==> src/rtl/onehot_pkg.sv <==
// Shared types and helpers for the one-hot pulse decoder.
// The echo self-check in the top is enabled by ONEHOT_ECHO_CHECK_EN.
package onehot_pkg;

    typedef enum logic [1:0] {
        StIdle  = 2'd0,
        StDrive = 2'd1,
        StGap   = 2'd2
    } state_e;

    localparam int unsigned CNT_W = 8;

    function automatic logic code_in_range(input int unsigned code, input int unsigned n);
        return code < n;
    endfunction

endpackage

==> src/rtl/onehot_encode.sv <==
// One-hot to binary encoder; valid is low for an all-zero or multi-hot input.
// Only instantiated when ONEHOT_ECHO_CHECK_EN is defined.
module onehot_encode #(
    parameter int unsigned N     = 4,
    parameter int unsigned IDX_W = 2
) (
    input  logic [N-1:0]     onehot,
    output logic [IDX_W-1:0] idx,
    output logic             valid
);

    localparam logic [N-1:0] One = N'(1);

    always_comb begin
        idx = '0;
        for (int i = 0; i < int'(N); i++) begin
            if (onehot[i]) begin
                idx = idx | IDX_W'(i);
            end
        end
    end

    // x & (x-1) clears the lowest set bit; zero result means at most one bit was set.
    assign valid = (onehot != '0) && ((onehot & (onehot - One)) == '0);

endmodule

==> src/rtl/onehot_pulse_decoder.sv <==
// Turns handshaked binary codes into timed one-hot strobes with an idle gap.
// Define ONEHOT_ECHO_CHECK_EN to add the sticky echo_err self-check output.
module onehot_pulse_decoder #(
    parameter int unsigned N     = 4,
    parameter int unsigned IDX_W = 2,
    parameter int unsigned HOLD  = 3,
    parameter int unsigned GAP   = 1
) (
    input  logic             clk,
    input  logic             rst,
    input  logic             in_valid,
    output logic             in_ready,
    input  logic [IDX_W-1:0] in_code,
    output logic [N-1:0]     out_onehot,
    output logic             out_active,
    output logic             done,
    output logic             err_range
`ifdef ONEHOT_ECHO_CHECK_EN
   ,output logic             echo_err
`endif
);

    import onehot_pkg::*;

    localparam bit               RangeCheck = (N < (1 << IDX_W));
    localparam logic [N-1:0]     OneHotBase = N'(1);
    localparam logic [CNT_W-1:0] HoldLoad   = CNT_W'(HOLD - 1);
    localparam logic [CNT_W-1:0] GapLoad    = (GAP > 0) ? CNT_W'(GAP - 1) : '0;

    state_e           state_q, state_d;
    logic [CNT_W-1:0] cnt_q, cnt_d;
    logic [N-1:0]     onehot_q, onehot_d;
    logic             active_q, active_d;
    logic             done_q, done_d;
    logic             err_q, err_d;
    logic             handshake;
    logic             in_range;

    assign in_ready  = (state_q == StIdle);
    assign handshake = in_valid && in_ready;
    // With N == 2**IDX_W every code is legal and err_range folds to constant zero.
    assign in_range  = !RangeCheck || code_in_range(32'(in_code), N);

    always_comb begin
        state_d  = state_q;
        cnt_d    = cnt_q;
        onehot_d = onehot_q;
        done_d   = 1'b0;
        err_d    = 1'b0;
        unique case (state_q)
            StIdle: begin
                if (handshake) begin
                    if (in_range) begin
                        state_d  = StDrive;
                        cnt_d    = HoldLoad;
                        onehot_d = OneHotBase << in_code;
                    end else begin
                        err_d = 1'b1;
                    end
                end
            end
            StDrive: begin
                if (cnt_q != '0) begin
                    cnt_d = cnt_q - 1'b1;
                end else begin
                    onehot_d = '0;
                    done_d   = 1'b1;
                    if (GAP > 0) begin
                        state_d = StGap;
                        cnt_d   = GapLoad;
                    end else begin
                        state_d = StIdle;
                        cnt_d   = '0;
                    end
                end
            end
            StGap: begin
                if (cnt_q != '0) begin
                    cnt_d = cnt_q - 1'b1;
                end else begin
                    state_d = StIdle;
                end
            end
            default: begin
                state_d  = StIdle;
                cnt_d    = '0;
                onehot_d = '0;
            end
        endcase
        active_d = |onehot_d;
    end

    always_ff @(posedge clk) begin
        if (rst) begin
            state_q  <= StIdle;
            cnt_q    <= '0;
            onehot_q <= '0;
            active_q <= 1'b0;
            done_q   <= 1'b0;
            err_q    <= 1'b0;
        end else begin
            state_q  <= state_d;
            cnt_q    <= cnt_d;
            onehot_q <= onehot_d;
            active_q <= active_d;
            done_q   <= done_d;
            err_q    <= err_d;
        end
    end

    assign out_onehot = onehot_q;
    assign out_active = active_q;
    assign done       = done_q;
    assign err_range  = err_q;

`ifdef ONEHOT_ECHO_CHECK_EN
    logic [IDX_W-1:0] code_q;
    logic [IDX_W-1:0] enc_idx;
    logic             enc_valid;
    logic             echo_q;
    logic             echo_bad;

    onehot_encode #(
        .N     (N),
        .IDX_W (IDX_W)
    ) u_encode (
        .onehot (onehot_q),
        .idx    (enc_idx),
        .valid  (enc_valid)
    );

    // Multi-hot is illegal in any state; zero or a wrong index only while driving.
    assign echo_bad = ((onehot_q != '0) && !enc_valid) ||
                      ((state_q == StDrive) && (!enc_valid || (enc_idx != code_q)));

    always_ff @(posedge clk) begin
        if (rst) begin
            code_q <= '0;
            echo_q <= 1'b0;
        end else begin
            if (handshake && in_range) begin
                code_q <= in_code;
            end
            echo_q <= echo_q | echo_bad;
        end
    end

    assign echo_err = echo_q;
`endif

endmodule

==> config.mk <==
export PLATFORM = sky130hd
export DESIGN_NAME = onehot_pulse_decoder
export DESIGN_NICKNAME = d
export VERILOG_FILES = /design/src/rtl/onehot_pkg.sv /design/src/rtl/onehot_encode.sv /design/src/rtl/onehot_pulse_decoder.sv
export SDC_FILE = /design/constraint.sdc
export NUM_CORES = 1
export LEC_CHECK = 0
export ABC_CLOCK_PERIOD_IN_PS = 2100
export CAP_MARGIN = 20
export CORE_ASPECT_RATIO = 0.7
export CORE_MARGIN = 3
export CORE_UTILIZATION = 45
export DETAILED_ROUTE_END_ITERATION = 6
export PLACE_DENSITY = 0.68
export SLEW_MARGIN = 20
export SYNTH_ARGS = -nofsm -noshare
export SYNTH_HDL_FRONTEND = slang
export SYNTH_SLANG_ARGS = --single-unit
==> constraint.sdc <==
create_clock -name clk -period 2.1 [get_ports clk]
set_input_delay 0.42 -clock clk [delete_from_list [all_inputs] [get_ports clk]]
set_output_delay 0.42 -clock clk [all_outputs]
set_load 0.02 [all_outputs]
; After elaboration in Yosys (flattened, before gate mapping)
; Cells that the tools add are included.
[totals]
register_bits = 16
output_inout_bits = 8
word_cells = 33
[op_classes]
add_sub_neg = 1
n_eq_ne = 6
n_shift = 1
n_mux = 12
bitwise_logic = 1
reduce_logical = 7
[op_table]
columns = operator, count
row1 = $mux 8, 3
row2 = $pmux 8 s3, 1
row3 = $pmux 4 s3, 1
row4 = $mux 4, 2
row5 = $reduce_bool 8->1, 1
row6 = $sub 8x1->8 const B, 1
row7 = $mux 2, 3
row8 = $ne 2x2->1 const B, 3
row9 = $pmux 2 s3, 1
row10 = $reduce_or 4->1, 1
row11 = $shl 1x2->4 const A, 1
row12 = $reduce_and 3->1, 1
row13 = $eq 2x1->1 const B, 1
row14 = $eq 2x2->1 const B, 1
row15 = $logic_not 2->1, 1
row16 = $ne 2x1->1 const B, 1
row17 = $reduce_and 2->1, 1
row18 = $reduce_or 2->1, 1
row19 = $logic_and 1x1->1, 1
row20 = $mux 1, 1
row21 = $not 1->1, 1

; Longest topological paths before layout
; Gate-level depths: netlist of the first run.
[logic_depth]
ltp_word = 5
mapped_depth = 6

; Least setup slack after synthesis of the first run
; OpenSTA, ideal clock, no wires.
[synth_timing]
kind = flip-flop to flip-flop
start = reg cnt_q[0]
end = reg cnt_q[4]
setup_ns = 0.061
t_arrival_ns = 1.687
setup_slack_ns = 0.352
stages_incl_launch_ff = 7
n_path_buf = 0
synth_period_minus_slack_ns = 1.748
cell_sequence = dfxtp_1 -> inv_1 -> ha_1 -> nor4bb_1 -> a2111oi_2 -> o311ai_1 -> nand2_1
[synth_between]
elab_chain_len = 3
word_cells_on_any_way = 7
cone_classes = add/sub: 1 / eq/ne: 1 / mux: 3 / reduce/logical: 2
[synth_lines]
columns = item, line
row1 = start: declaration, onehot_pulse_decoder.sv:31  ; logic [CNT_W-1:0] cnt_q, cnt_d;
row2 = start signal: assignment, onehot_pulse_decoder.sv:103  ; cnt_q <= cnt_d;
row3 = $sub 8x1->8 / $reduce_bool 8->1 (equally long branches), n/a
row4 = "$mux 8, or another cell as far along", onehot_pulse_decoder.sv:78  ; if (cnt_q != '0) begin
row5 = $pmux 8 s3 / $reduce_and 2->1 (equally long branches), n/a
; Parallel ways exist; a longest one is shown, timed or not. The select of a mux whose other input is x is not followed.
; A chain may end at the register's enable or synchronous reset.

; Final worst setup path of the first run
[layout_timing]
start = reg state_q[0]
end = out in_ready
[layout_between]
elab_chain_len = 1
[layout_lines]
columns = item, line
row1 = start: declaration, onehot_pulse_decoder.sv:30  ; state_e state_q, state_d;
row2 = start signal: assignment, onehot_pulse_decoder.sv:95  ; state_q <= StIdle;
row3 = start signal: assignment, onehot_pulse_decoder.sv:102  ; state_q <= state_d;
row4 = $logic_not 2->1, onehot_pulse_decoder.sv:39  ; assign in_ready = (state_q == StIdle);
row5 = end: declaration, onehot_pulse_decoder.sv:12  ; output logic in_ready,
; Every way passes these cells.

==> out/metrics.csv, run 1 <==
metric;value;unit
run_status;completed;
drive_gt1_share;17.3;%
start_util;51.1;%
grt-ovfl-total;0;
grt_pass1_wl;3.19;mm
layout_setup_ws;0.111;ns
syn2layout_area_growth;20.5;%
finalCritPeriodShare;94.7;%
setup_tns;0;ns
dieWidth;58.5;um
max-cap-violations;0;
via_per_inst;5.98;
route.detailed.drc;0;
ys_ff_latch;16;
hold_viol_final;0;
setup_viol;0;
clk_latency;0.29;ns
cp-startpoint;state_q[0]$_SDFFE_PP0P_;
cp_slowest_stage_delay;0.64;ns
rsz0062_at_grt;false;
path_class;reg2out;
crit_required;1.68;ns
hold_buffers;0;
synth-seq-area-share;36.9;%
fp.dieArea;2500;um^2
clk_path_buf_depth;2;
cts_buffers;3;
antenna_left;0;
fin_crit;1.99;ns
dr_total_vias;784;
ir_drop;0.902;mV
synth_cell_type_count;45;
arrival;1.57;ns
dp_slack;0.0725;ns
fmax;0.503;GHz
drtIter0Drc;23;
cts_tree;yes;
fp.coreArea;1700;um^2
min-delay-start;cnt_q[7]$_SDFFE_PP0P_;
routedWlPerCell;14.7;um
syn_inst;94;
ys_warn_count;0;
cts.sinks;16;
grt_pass1_vias;692;
synthFlopType;dfxtp_1;
synth-async-reset-ratio;0;%
wl;1.93;mm
routabilityCongestion;0.853;
hold_path.class;reg2reg;
hpwl;1.41;mm
cts_resized;0;
p_per_area;1660;nW/um^2
r2r-start;cnt_q[0]$_SDFFE_PP0P_;
synthesis.area;867;um^2
cts-root-buf;clkbuf_4;
worstSetupStartpointType;flop;
report.final.slew_viol_count;0;
cp_slowest_cell;clkdlybuf4s50_1;
grt_max_degree;12;
syn_area_per_cell;9.22;um^2
grt_use_total;17.0;%
crit_chain;nor2_1 > clkdlybuf4s50_1;
io_pins;13;
diodes;0;
io_buffers;11;
clk_pin_slew;0.10;ns
cp-end-kind;primary output;
fin_nets;118;
cts_setup_buffers;0;
leakagePower;0.398;nW
slew_headroom;65.4;%
die_y;42.7;um
worstMarginPinSlew;0.515;ns
synth_top_cell_by_area;dfxtp_1;
dr.pass1.iters;4;
ys_top_cells_by_area;dfxtp_1 (37%), nor2_1 (5.2%), a21oi_1 (4.0%);
htree_levels;1;
crit_fanout;11;
antenna_found_initial;0;
synth-edff-count;0;
fp-row-count;12;
syn-num-nets;101;
synth_top_area_share;36.9;%
fin_skew;0.00473;ns
[worst paths after layout]
check                                             end  slack [ns]  cells after the start
worst max-delay path                         in_ready        0.11                      2
worst max register to register  cnt_q[0]$_SDFFE_PP0P_        0.22                      6
worst min register to register  cnt_q[7]$_SDFFE_PP0P_        0.51                      2
worst min-delay path            cnt_q[7]$_SDFFE_PP0P_        0.51                      2
[report_power, final]
part           switching, W  total [W]  leakage [nW]  internal [W]
logic              0.000510   0.000969         0.246      0.000458
registers          0.000145   0.000552         0.131      0.000407
clock network      0.000104   0.000210        0.0210      0.000106
total              0.000760    0.00173         0.398      0.000971
[sequential cells by signal, summed over array words and instances (netlist names)]
| register | count |
|---|---|
| out_onehot | 4 |
| out_active | 1 |
| state_q | 2 |
| done | 1 |
| cnt_q | 8 |
[synthesized netlist by cell type, drive strengths merged, types with 2 or more instances]
library cell / number
nand2b: 2
ha: 2
o31ai: 2
and2: 2
nor2: 12
nand4b: 2
inv: 2
o211ai: 3
dfxtp: 16
buf: 2
nor3b: 4
a21oi: 7
nor4: 2
o311ai: 2
nand2: 6
mux2i: 3
[per-layer routing]
layer	share of wire (%)	GRT usage, %	vias to the layer above
li1	-	-	384
met1	49	22.6	379
met2	46	25.6	19
met3	4.7	6.38	2
met4	0.73	4.17	0
met5	0	0	-
[metrics by stage]
step | hold WS (ns) | utilization, % | cells | instance area [um^2] | power, W
after floorplan | 0.467 | - | 94 | 867 | 0.00124
after global placement | 0.493 | 59.4 | 127 | 1010 | 0.00149
after detailed placement | 0.499 | 59.4 | 127 | 1010 | 0.00152
after CTS | 0.512 | 61.6 | 131 | 1040 | 0.00173
after global routing | 0.532 | 61.6 | 131 | 1040 | 0.00186
final | 0.515 | 61.6 | 131 | 1040 | 0.00173
[cells by family after synthesis]
family          synth area share [%]
mux                             3.46
xor+xnor                        1.01
compound gates                  20.3
simple gates                    30.3
buf+inv                         4.62
fa+ha+maj                       2.89
flops                           36.9
other cells                    0.432
[layout make-up]
cell class / count / area [um^2]
Clock buffer: 4 / 36.3
Inverter: 2 / 7.51
Tap cell: 21 / 26.3
Timing Repair Buffer: 16 / 148
Sequential cell: 16 / 320
Multi-Input combinational cell: 72 / 507
Fill cell: 166 / 652
[critical path: cells and delay by family, from the launching register on]
family / cells / cell delay [ns]
buffers and inverters: 1 / 0.64
DFF: 1 / 0.42
and+or+nand+nor: 1 / 0.21
[cells in the final DEF (no fill, tap or decap), types with 2 or more instances in the layout]
cell type	instances
a21oi_1	7
and2_1	2
buf_4	5
clkbuf_4	3
clkdlybuf4s50_1	11
dfxtp_1	16
ha_1	2
inv_1	2
mux2i_1	3
nand2_1	5
nand2b_1	2
nand4b_1	2
nor2_1	12
nor3b_1	3
o211ai_1	3
o31ai_1	2
No activity file was read; power rests on OpenSTA's default activity.
==> run 2: changes to the inputs <==
Settings changed: CELL_PAD_IN_SITES_DETAIL_PLACEMENT set to 1, CELL_PAD_IN_SITES_GLOBAL_PLACEMENT set to 2, CORE_UTILIZATION 45 to 32, CTS_CLUSTER_DIAMETER set to 200, PLACE_DENSITY 0.68 to unset, PLACE_DENSITY_LB_ADDON set to 0.1.
==> out/metrics.csv, run 2 (same netlist as run 1, synthesis figures left out) <==
metric;value;unit
run_status;completed;
hpwl;1.56;mm
setup_tns;0;ns
max-cap-violations;0;
cts_tree;yes;
routedWlPerCell;14.2;um
htree_levels;1;
layout_common_cells;dfxtp_1 (16), nor2_1 (12), clkdlybuf4s50_1 (11);
fmax;0.507;GHz
dr_total_vias;773;
diodes;0;
clk_latency;0.25;ns
endpoint;in_ready;
layout_setup_ws;0.129;ns
worstSetupStartpointType;flop;
io_pins;13;
fp.coreArea;2510;um^2
start_util;34.5;%
grt_use_total;14.0;%
grt_max_degree;12;
path_class;reg2out;
p_per_area;1700;nW/um^2
antenna_left;0;
setup_viol;0;
p_seq_share;29.8;%
largest_reg_flops;8;
crit_required;1.68;ns
cp-end-kind;primary output;
register_area;320;um^2
fin_nets;120;
power.total;0.00186;W
cts.sinks;16;
rsz0062_at_grt;false;
fin_skew;0.00490;ns
drive_gt1_share;18.8;%
crit_buf_inv;1;
switching_power;0.000787;W
rrSetupSlack;0.26;ns
dp_slack;0.0358;ns
arrival;1.55;ns
hold_path.class;reg2reg;
largest-register;cnt_q;
ir_drop;0.581;mV
cts_resized;0;
clk_pin_slew;0.07;ns
multi_input_area;507;um^2
drtIter0Drc;25;
crit_chain;nor2_1 > clkdlybuf4s50_1;
cp_slowest_stage_delay;0.64;ns
io_buffers;11;
final_common_cell;dfxtp_1;
cts-root-buf;clkbuf_8;
nFillCells;290;
r2r-start;cnt_q[0]$_SDFFE_PP0P_;
comb_power_share;55.1;%
leakagePower;0.416;nW
clkPwrFrac;15.1;%
hold_viol_final;0;
syn2layout_area_growth;26.3;%
wl;2.07;mm
fin_crit;1.97;ns
via_per_inst;5.29;
crit_fanout;11;
fp-row-count;15;
finalCritPeriodShare;93.9;%
clk_path_buf_depth;2;
rr_worst_depth;6;
r2r_end;cnt_q[0]$_SDFFE_PP0P_;
path_depth;2;
fp.dieArea;3380;um^2
routabilityCongestion;0.816;
swShare;42.4;%
die_y;49.6;um
antenna_found_initial;0;
grt_pass1_wl;3.52;mm
cp_slowest_cell;clkdlybuf4s50_1;
dr.pass1.iters;4;
hold_buffers;0;
crit_family;buffers and inverters;
grt-ovfl-total;0;
cp-startpoint;state_q[0]$_SDFFE_PP0P_;
dieWidth;68.2;um
route.detailed.drc;0;
cts_buffers;3;
internal_power;0.00107;W
grt_pass1_vias;726;
report.final.slew_viol_count;0;
cts_setup_buffers;0;
-- run 2: changes by cell type in the layout (fill, tap and decap cells not counted), sizes merged --
cell  change
buf       +2
-- run 2: power by group through the flow --
stage | sequential (W) | clock [W] | combinational (W)
finish | 0.000553 | 0.000280 | 0.00102
global route | 0.000573 | 0.000309 | 0.00115
CTS | 0.000552 | 0.000289 | 0.00103
detailed placement | 0.000558 | 0 | 0.00102
global placement | 0.000554 | 0 | 0.00101
floorplan | 0.000524 | 0 | 0.000721
-- run 2: worst min-delay path by stage --
stage | cells past startpoint | slack, ns | endpoint | from
global placement | 2 | 0.50 | cnt_q[7]$_SDFFE_PP0P_ | cnt_q[7]$_SDFFE_PP0P_
global route | 2 | 0.55 | out_onehot[0]$_SDFF_PP0_ | out_onehot[0]$_SDFF_PP0_
detailed placement | 2 | 0.51 | cnt_q[7]$_SDFFE_PP0P_ | cnt_q[7]$_SDFFE_PP0P_
CTS | 2 | 0.53 | cnt_q[7]$_SDFFE_PP0P_ | cnt_q[7]$_SDFFE_PP0P_
floorplan | 2 | 0.47 | cnt_q[7]$_SDFFE_PP0P_ | cnt_q[7]$_SDFFE_PP0P_
finish | 2 | 0.52 | cnt_q[7]$_SDFFE_PP0P_ | cnt_q[7]$_SDFFE_PP0P_
-- run 2: worst register-to-register path, stage by stage, from the launching register on --
cell and delay (ns):
dfxtp_1 0.32, inv_1 0.12, ha_1 0.20, nor3b_2 0.37
nand2_2 0.16, or4b_1 0.50, o211ai_1 0.09
-- run 2: area by class of cell --
class / instances / area share, %
multi-input combinational: 72 / 46.3
clock buffer: 4 / 5.03
timing repair buffer: 18 / 14.9
inverter: 2 / 0.686
sequential: 16 / 29.3
tap: 34 / 3.89
-- run 2: routing by layer --
metal,track usage [%],vias up,share of wire (%)
met5,0,-,0
met4,2.97,0,1.1
met3,4.78,4,3.6
met1,21.2,365,54
met2,18.9,11,42
li1,-,393,-
-- run 2: metrics by stage --
step	area [um^2]	utilization [%]	std cells	hold slack [ns]
after floorplan	867	-	94	0.467
after global placement	1040	41.3	142	0.499
after detailed placement	1040	41.3	142	0.510
after CTS	1090	43.5	146	0.528
after global routing	1090	43.5	146	0.549
final	1090	43.5	146	0.521
==> run 3: changes to the inputs <==
Settings changed: CTS_CLUSTER_SIZE set to 20.
==> results of run 3 <==
No change in the layout: final DEF, timing and power equal those of run 2.
